==> config.mk <==
export PLATFORM = sky130hd
export DESIGN_NAME = beat_accumulator
export DESIGN_NICKNAME = d
export VERILOG_FILES = /design/src/rtl/beat_acc_pkg.sv /design/src/rtl/beat_counter.sv /design/src/rtl/beat_accumulator.sv
export SDC_FILE = /design/constraint.sdc
export NUM_CORES = 1
export LEC_CHECK = 0
export BUFFER_PORTS_ARGS = -buffer_cell sky130_fd_sc_hd__buf_4
export CORE_UTILIZATION = 35
export CTS_CLUSTER_SIZE = 20
export DETAILED_ROUTE_END_ITERATION = 8
export SYNTH_ARGS = -nofsm -noshare
export SYNTH_HDL_FRONTEND = slang
export SYNTH_SLANG_ARGS = --single-unit
==> constraint.sdc <==
create_clock -name sys_clk -period 3.45 [get_ports sys_clk]
set_input_delay 0.1725 -clock sys_clk [delete_from_list [all_inputs] [get_ports sys_clk]]
set_output_delay 0.1725 -clock sys_clk [all_outputs]
set_load 0.1 [all_outputs]
==> src/rtl/beat_acc_pkg.sv <==
// Shared definitions for the beat accumulator: default sizes, FSM state type
// and the sum-width helper.
package beat_acc_pkg;

    localparam int unsigned DATA_W_DEF = 3;
    localparam int unsigned BEATS_DEF  = 4;

    typedef enum logic {
        ACCUM = 1'b0,
        HOLD  = 1'b1
    } acc_state_e;

    // Wide enough that BEATS all-ones beats cannot overflow.
    function automatic int unsigned sum_w(input int unsigned data_w, input int unsigned beats);
        return data_w + $clog2(beats);
    endfunction

endpackage

==> src/rtl/beat_counter.sv <==
// Mod-BEATS beat counter for the accumulator.
// Ports:
//   clk, rst_n  clock, async active-low reset
//   inc         count one accepted beat (wraps to 0 after BEATS-1)
//   clr         force count to 0 (takes priority over inc)
//   cnt         current count (registered)
//   last_c      cnt == BEATS-1 (combinational)
module beat_counter
    import beat_acc_pkg::*;
#(
    parameter  int unsigned BEATS = BEATS_DEF,
    localparam int unsigned CNT_W = $clog2(BEATS)
) (
    input  logic             clk,
    input  logic             rst_n,
    input  logic             inc,
    input  logic             clr,
    output logic [CNT_W-1:0] cnt,
    output logic             last_c
);

    logic [CNT_W-1:0] cnt_q;
    logic [CNT_W-1:0] cnt_d;

    assign last_c = (cnt_q == CNT_W'(BEATS - 1));
    assign cnt    = cnt_q;

    // Next count; explicit wrap so non-power-of-two BEATS works.
    always_comb begin
        cnt_d = cnt_q;
        if (clr) begin
            cnt_d = '0;
        end else if (inc) begin
            cnt_d = last_c ? '0 : cnt_q + CNT_W'(1);
        end
    end

    always_ff @(posedge clk or negedge rst_n) begin
        if (!rst_n) begin
            cnt_q <= '0;
        end else begin
            cnt_q <= cnt_d;
        end
    end

endmodule

==> src/rtl/beat_accumulator.sv <==
// Sums groups of BEATS consecutive input beats and presents one registered
// sum per group on a valid/ready output, with backpressure on both sides.
// Optional macro BEAT_ACC_BYPASS_READY_EN: while a sum is held, s_ready follows
// m_ready so the first beat of the next group can be taken in the same cycle
// as the output handshake (zero-bubble streaming).
// Ports:
//   sys_clk, sys_rst_n  clock, async active-low reset
//   s_valid, s_data     upstream beat
//   s_ready             combinational accept indication
//   m_valid, m_data     registered group sum
//   m_ready             downstream accepts the sum
//   grp_cnt             beats accepted in the current group (debug)
module beat_accumulator
    import beat_acc_pkg::*;
#(
    parameter  int unsigned DATA_W = DATA_W_DEF,
    parameter  int unsigned BEATS  = BEATS_DEF,
    localparam int unsigned SUM_W  = sum_w(DATA_W, BEATS),
    localparam int unsigned CNT_W  = $clog2(BEATS)
) (
    input  logic              sys_clk,
    input  logic              sys_rst_n,
    input  logic              s_valid,
    input  logic [DATA_W-1:0] s_data,
    output logic              s_ready,
    output logic              m_valid,
    output logic [SUM_W-1:0]  m_data,
    input  logic              m_ready,
    output logic [CNT_W-1:0]  grp_cnt
);

    acc_state_e       state_q;
    acc_state_e       state_d;
    logic [SUM_W-1:0] acc_q;
    logic [SUM_W-1:0] acc_d;
    logic             m_valid_q;
    logic             m_valid_d;
    logic [SUM_W-1:0] m_data_q;
    logic [SUM_W-1:0] m_data_d;
    logic             s_ready_c;
    logic             beat_acc_c;
    logic             cnt_last_c;
    logic [SUM_W-1:0] beat_ext_c;

    assign beat_acc_c = s_valid && s_ready_c;
    assign beat_ext_c = SUM_W'(s_data);

    // Group position; wraps to 0 on the last beat so HOLD always sees 0.
    beat_counter #(
        .BEATS (BEATS)
    ) u_beat_counter (
        .clk    (sys_clk),
        .rst_n  (sys_rst_n),
        .inc    (beat_acc_c),
        .clr    (1'b0),
        .cnt    (grp_cnt),
        .last_c (cnt_last_c)
    );

    // Next-state, accumulator and output-register logic.
    always_comb begin
        state_d   = state_q;
        acc_d     = acc_q;
        m_valid_d = m_valid_q;
        m_data_d  = m_data_q;
        s_ready_c = 1'b0;
        case (state_q)
            ACCUM: begin
                s_ready_c = 1'b1;
                if (s_valid) begin
                    if (cnt_last_c) begin
                        m_data_d  = acc_q + beat_ext_c;
                        m_valid_d = 1'b1;
                        acc_d     = '0;
                        state_d   = HOLD;
                    end else begin
                        acc_d = acc_q + beat_ext_c;
                    end
                end
            end
            HOLD: begin
`ifdef BEAT_ACC_BYPASS_READY_EN
                s_ready_c = m_ready;
`else
                s_ready_c = 1'b0;
`endif
                if (m_valid_q && m_ready) begin
                    m_valid_d = 1'b0;
                    state_d   = ACCUM;
`ifdef BEAT_ACC_BYPASS_READY_EN
                    // Beat taken alongside the handshake opens the next group.
                    if (s_valid) begin
                        acc_d = beat_ext_c;
                    end
`endif
                end
            end
            default: begin
                state_d = ACCUM;
            end
        endcase
    end

    always_ff @(posedge sys_clk or negedge sys_rst_n) begin
        if (!sys_rst_n) begin
            state_q   <= ACCUM;
            acc_q     <= '0;
            m_valid_q <= 1'b0;
            m_data_q  <= '0;
        end else begin
            state_q   <= state_d;
            acc_q     <= acc_d;
            m_valid_q <= m_valid_d;
            m_data_q  <= m_data_d;
        end
    end

    assign s_ready = s_ready_c;
    assign m_valid = m_valid_q;
    assign m_data  = m_data_q;

endmodule
==> summary.txt, run 1 <==
Detailed routing
  • Met1 Wirelength: approximately 570 um
  • DRC viols: 0
  • Avg WL per Cell: 10.9 um
  • Pre-antenna DRT Iters: 3
  • Antenna Nets Post-Route: 0
  • Vias per cell: 4.52
  • Initial DRC Count: 2
  • Routed wire length: 1180 um
  • Met3 wire length: 73 um
  • Via count: 488
  • WL met2: 528 um
  • Top layer in use: met4

Final layout
  • Share of cells above drive strength 1: 0.289
  • Final nets: 96
  • Post-route cell area: 855 sq um
  • Post-Layout Cell Count: between 100 and 150
  • Diode count: 0
  • Layout Utilization: 0.484
  • Area Growth Syn to Fin: 26.7%

Clock network
  • CTS Root Cell: clkbuf_4
  • Bufs on Longest Clock Path: 2
  • CTS tree: done
  • TritonCTS Buffers: 3
  • Clock Latency Late Sink: 280 ps
  • Sink Count: 14
  • CTS clock-pin slew for the worst setup and hold paths: ~90 ps
  • H-tree Lvls: 1
  • Post-CTS sizing: 0

STA
  • Fmax: 617 MHz
  • Final Hold Fails: 0
  • RSZ-0062 raised after global routing: no
  • Final Max Tran Viols: 0
  • Clock skew: 4.35 ps
  • Rel. slew slack: 0.745
  • Tightest Pin Transition: about 380 ps
  • Period utilization: 0.470
  • Setup TNS: 0 ps
  • Post-layout min period: 1620 ps
  • Final setup viols: 0

Critical path
  • CP Class: reg2reg
  • Critical-path top delay cell: fa_1
  • Worst setup EP type: flop
  • Critical Path RT: about 3600 ps
  • Worst Path Arrival: between 1500 and 2000 ps
  • Worst path top cell family by delay: adder cells
  • Number of buffers and inverters on the critical path: 1
  • CP cell instances: ha_1 -> inv_1 -> fa_1 -> nor2b_1 -> o21ai_0 -> xor2_1 -> o31ai_1
  • CP Max Fanout: 2
  • Worst Setup Start Kind: flop
  • CP max stage delay: 400 ps

Die
  • Initial core utilization: 0.382
  • DIE AREA: between 2000 and 2500 sq um
  • Num rows: 15
  • Core Area: 1760 sq um
  • Die Width: ~46 um
  • Die height: 45.9 um
  • Boundary Pins: 16

Global route
  • Grt ovf: 0
  • First-pass GRT wire length: just under 2000 um
  • Largest net degree at the start of global routing: 15
  • Initial antenna violation count: 0
  • Number of global-route vias before repair: around 470
  • All-Layer GR Usage: 0.133

Place
  • Dpl cells: 103
  • Dpl hpwl: 879 um
  • Placed instance area: 808 sq um
  • Port Buffers: 15
  • GP Congestion: 0.693

Logic synthesis
  • Synth warnings: 0
  • Top-count cell post-synth: nand2_1
  • Sequential-to-total area share from yosys stat: 0.519
  • Yosys cell types: 21
  • Synth top area cells: dfrtp_1 52%, nand2_1 8.3%, ha_1 7.4%
  • Mapped Area: 674 sq um
  • Top post-synthesis cells by count: 15 x nand2_1, 14 x dfrtp_1, 7 x o21ai_0
  • Post-Syn Instances: 65
  • Seq cells post-synth: 14
  • Synth top area share: 0.519
  • Post-synthesis async set-or-reset flop share: 1.00
  • Syn_nets: 77
  • Post-synth top area cell: dfrtp_1
  • Post-synth EDFFs: 0
  • Most used DFF post-synth: dfrtp_1
  • Avg Inst Size Synth: 10.4 sq um

Run status
  • Outcome: finished, final reports clean

Min path
  • Hold Path Class: in2reg

Flow run
  • Max cap viols: 0
what timing repair did:
action,in CTS,in global routing
buffers inserted,0,0
hold endpoints to repair,14,0
hold buffers,1,0
cells by family after synthesis:
group                    Yosys count  synth area share
AND/OR/NAND/NOR                   21             0.137
AO/OA/AOI/OAI                     14             0.128
flip-flops                        14             0.519
buffers and inverters              6            0.0390
adder cells (fa/ha/maj)            5             0.104
XOR/XNOR                           3            0.0390
multiplexers                       2            0.0334
worst reg2reg max path: cells and delay by family, from the launching register on:
family,cells,cell delay (ps)
simple gates,1,110
xor+xnor,1,160
buf+inv,1,50
fa+ha+maj,2,560
flops,1,360
compound gates,2,290
area by class of cell:
type                       instances  area [sq um]
fill                             179           910
sequential                        14           350
multi-input combinational         45           298
timing repair buffer              16           123
clock buffer                       4          36.3
tap                               25          31.3
inverter                           4          16.3
metal layers:
layer / up-vias / GRT usage
li1: 257 / -
met1: 216 / 0.166
met2: 13 / 0.206
met3: 2 / 0.0635
met4: 0 / 0.0353
met5: - / 0
layout by cell type (no fill, tap or decap):
| cell | synthesis | layout |
|---|---|---|
| buf_4 | 0 | 15 |
| inv_1 | 3 | 3 |
| clkinv_2 | 1 | 1 |
| nor2b_1 | 1 | 1 |
| a211oi_1 | 1 | 1 |
| or4_1 | 1 | 1 |
| a21oi_1 | 1 | 1 |
| clkbuf_4 | 0 | 3 |
| nand2b_1 | 1 | 1 |
| fa_1 | 1 | 1 |
| nand2_1 | 15 | 15 |
| clkbuf_8 | 0 | 1 |
| nand2_2 | 1 | 1 |
| o21ai_0 | 7 | 7 |
| mux2_2 | 2 | 2 |
| o31ai_1 | 3 | 3 |
| xor2_1 | 3 | 3 |
| nor3_1 | 1 | 1 |
| a21o_2 | 1 | 1 |
| dfrtp_1 | 14 | 14 |
| ha_1 | 4 | 4 |
| dlygate4sd3_1 | 0 | 1 |
| nand3_1 | 1 | 1 |
| a21o_1 | 1 | 1 |
flip-flops by register name (all words and copies together), names as in the netlist:
register,count
acc_q,5
m_data,5
u_beat_counter.cnt,2
m_valid,1
state_q,1
stage by stage:
step	hold WS, ps	setup WS, ps
2_1_floorplan	-123	1570
3_3_place_gp	31.0	1800
3_5_place_dp	33.6	1810
4_1_cts	141	1800
5_1_grt	142	1690
6_report	151	1830
path summary, 6_finish.rpt:
path | to | slack (ps) | cells past startpoint | startpoint
worst max-delay path | acc_q[4] | 1830 | 7 | acc_q[0]
worst min-delay path | m_valid | 150 | 4 | m_ready
worst max register to register | acc_q[4] | 1830 | 7 | acc_q[0]
worst min register to register | m_data[1] | 490 | 2 | m_data[1]
max in group asynchronous | u_beat_counter.cnt[0] | 3010 | 2 | sys_rst_n
min in group asynchronous | m_data[1] | 270 | 2 | sys_rst_n
Power of run 1 is not shown: default switching activity piles up to over one toggle a cycle in this logic, so the estimate is an artifact.
==> run 2: changes to the inputs <==
==> constraint.sdc (replaced) <==
create_clock -name sys_clk -period 1.6 [get_ports sys_clk]
set_input_delay 0.08 -clock sys_clk [delete_from_list [all_inputs] [get_ports sys_clk]]
set_output_delay 0.08 -clock sys_clk [all_outputs]
set_load 0.1 [all_outputs]
==> summary.txt, run 2 (synthesis results as in run 1) <==
Clock network
  • Clock Latency Late Sink: around 280 ps
  • TritonCTS Buffers: 3
  • Bufs on Longest Clock Path: 2
  • H-tree Lvls: 1
  • CTS Root Cell: clkbuf_4
  • CTS tree: done
  • Sink Count: 14
  • CTS clock-pin slew for the worst setup and hold paths: 80 ps

Global route
  • Number of global-route vias before repair: slightly below 500
  • First-pass GRT wire length: 2020 um
  • All-Layer GR Usage: 0.140
  • Initial antenna violation count: 0
  • Largest net degree at the start of global routing: 15
  • Grt ovf: 0

Die
  • Core Area: 1760 sq um
  • Initial core utilization: 0.382
  • Boundary Pins: 16
  • DIE AREA: about 2100 sq um
  • Num rows: 15
  • Die Width: 45.9 um
  • Die height: around 46 um

Place
  • Port Buffers: 15
  • Placed instance area: 826 sq um
  • GP Congestion: 0.714
  • Dpl hpwl: 851 um

Critical path
  • Worst Setup Start Kind: flop
  • CP cell instances: ha_2 -> inv_2 -> fa_2 -> nor2b_1 -> o21ai_1 -> xor2_1 -> o31ai_1
  • Worst Path Arrival: 1750 ps
  • Worst path top cell family by delay: adder cells
  • Critical-path top delay cell: dfrtp_1
  • CP max stage delay: 360 ps
  • Critical Path RT: 1790 ps
  • Number of buffers and inverters on the critical path: 1
  • Worst setup EP type: flop
  • CP Max Fanout: 2
  • CP Class: reg2reg

STA
  • Period utilization: 0.978
  • RSZ-0062 raised after global routing: yes
  • Tightest Pin Transition: 278 ps
  • Final setup viols: 0
  • Final Hold Fails: 0
  • Final Max Tran Viols: 0
  • Post-layout min period: 1570 ps
  • Fmax: between 600 and 700 MHz
  • Clock skew: 2.04 ps
  • Rel. slew slack: 0.816

Final layout
  • Diode count: 0
  • Post-route cell area: approximately 880 sq um
  • Final nets: 98
  • Most frequent cells in the layout: 17 x buf_4, 15 x nand2_1, 12 x dfrtp_1
  • Most common cell after layout, fill and taps aside: buf_4
  • Share of cells above drive strength 1: 0.365
  • Area Growth Syn to Fin: 30.1%

Detailed routing
  • Vias per cell: between 4 and 5
  • Avg WL per Cell: 10.4 um
  • Initial DRC Count: 8
  • Via count: 502
  • Pre-antenna DRT Iters: 4
  • Routed wire length: 1150 um
  • DRC viols: 0
  • Antenna Nets Post-Route: 0

Run status
  • Outcome: finished, final reports clean

Min path
  • Hold Path Class: in2reg

Flow run
  • Max cap viols: 0
-- run 2: cell types whose count changed in the layout (fill, tap and decap cells not counted), sizes merged --
cell / before / now
buf: 15 / 17
-- run 2: layout make-up --
type                    count  area [sq um]
clock buffers               4          36.3
fillers                   186           887
repair buffers             18           138
multi-input cells          45           303
well taps                  25          31.3
inverters                   4          16.3
flip-flops and latches     14           353
-- run 2: stage by stage --
stage          worst slack, ps  hold WS [ps]  setup TNS, ps  utilization  instances
2_1_floorplan             22.6          -216              0            -         65
3_3_place_gp              42.3         -59.2              0        0.468        105
3_5_place_dp             -23.7         -59.8          -23.7        0.468        105
4_1_cts                  -22.1          40.1          -22.1        0.497        110
5_1_grt                  -72.4          59.7           -139        0.497        110
6_report                  34.6          55.0              0        0.497        110
-- run 2: path summary, 6_finish.rpt --
check	startpoint	endpoint	slack [ps]	cells past startpoint
max	acc_q[0]	acc_q[4]	30	7
min	m_ready	m_valid	60	4
max reg2reg	acc_q[0]	acc_q[4]	30	7
min reg2reg	m_data[1]	m_data[1]	490	2
max in group asynchronous	sys_rst_n	u_beat_counter.cnt[1]	1240	2
min in group asynchronous	sys_rst_n	acc_q[1]	180	2
-- run 2: metal layers --
layer / global-route usage / vias to the layer above / wire length [um]
met2: 0.214 / 13 / 544
met5: 0 / - / 0
met3: 0.0635 / 0 / 72
li1: - / 262 / -
met4: 0.0353 / 0 / 0
met1: 0.178 / 227 / 532
-- run 2: worst reg2reg max path, stage by stage, from the launching register on --
cell     delay (ps)
dfrtp_1         360
ha_2            180
inv_2            40
fa_2            330
nor2b_1         120
o21ai_1          80
xor2_1          160
o31ai_1         200
-- run 2: what timing repair did --
action                                 in CTS  in global routing
resized for setup                           4                  0
endpoints found under the hold margin      14                  0
setup buffers                               0                  0
setup endpoints to repair                   1                  3
hold buffers                                1                  0
pin swaps                                   1                  2
Power of run 2 is left out for the same reason.
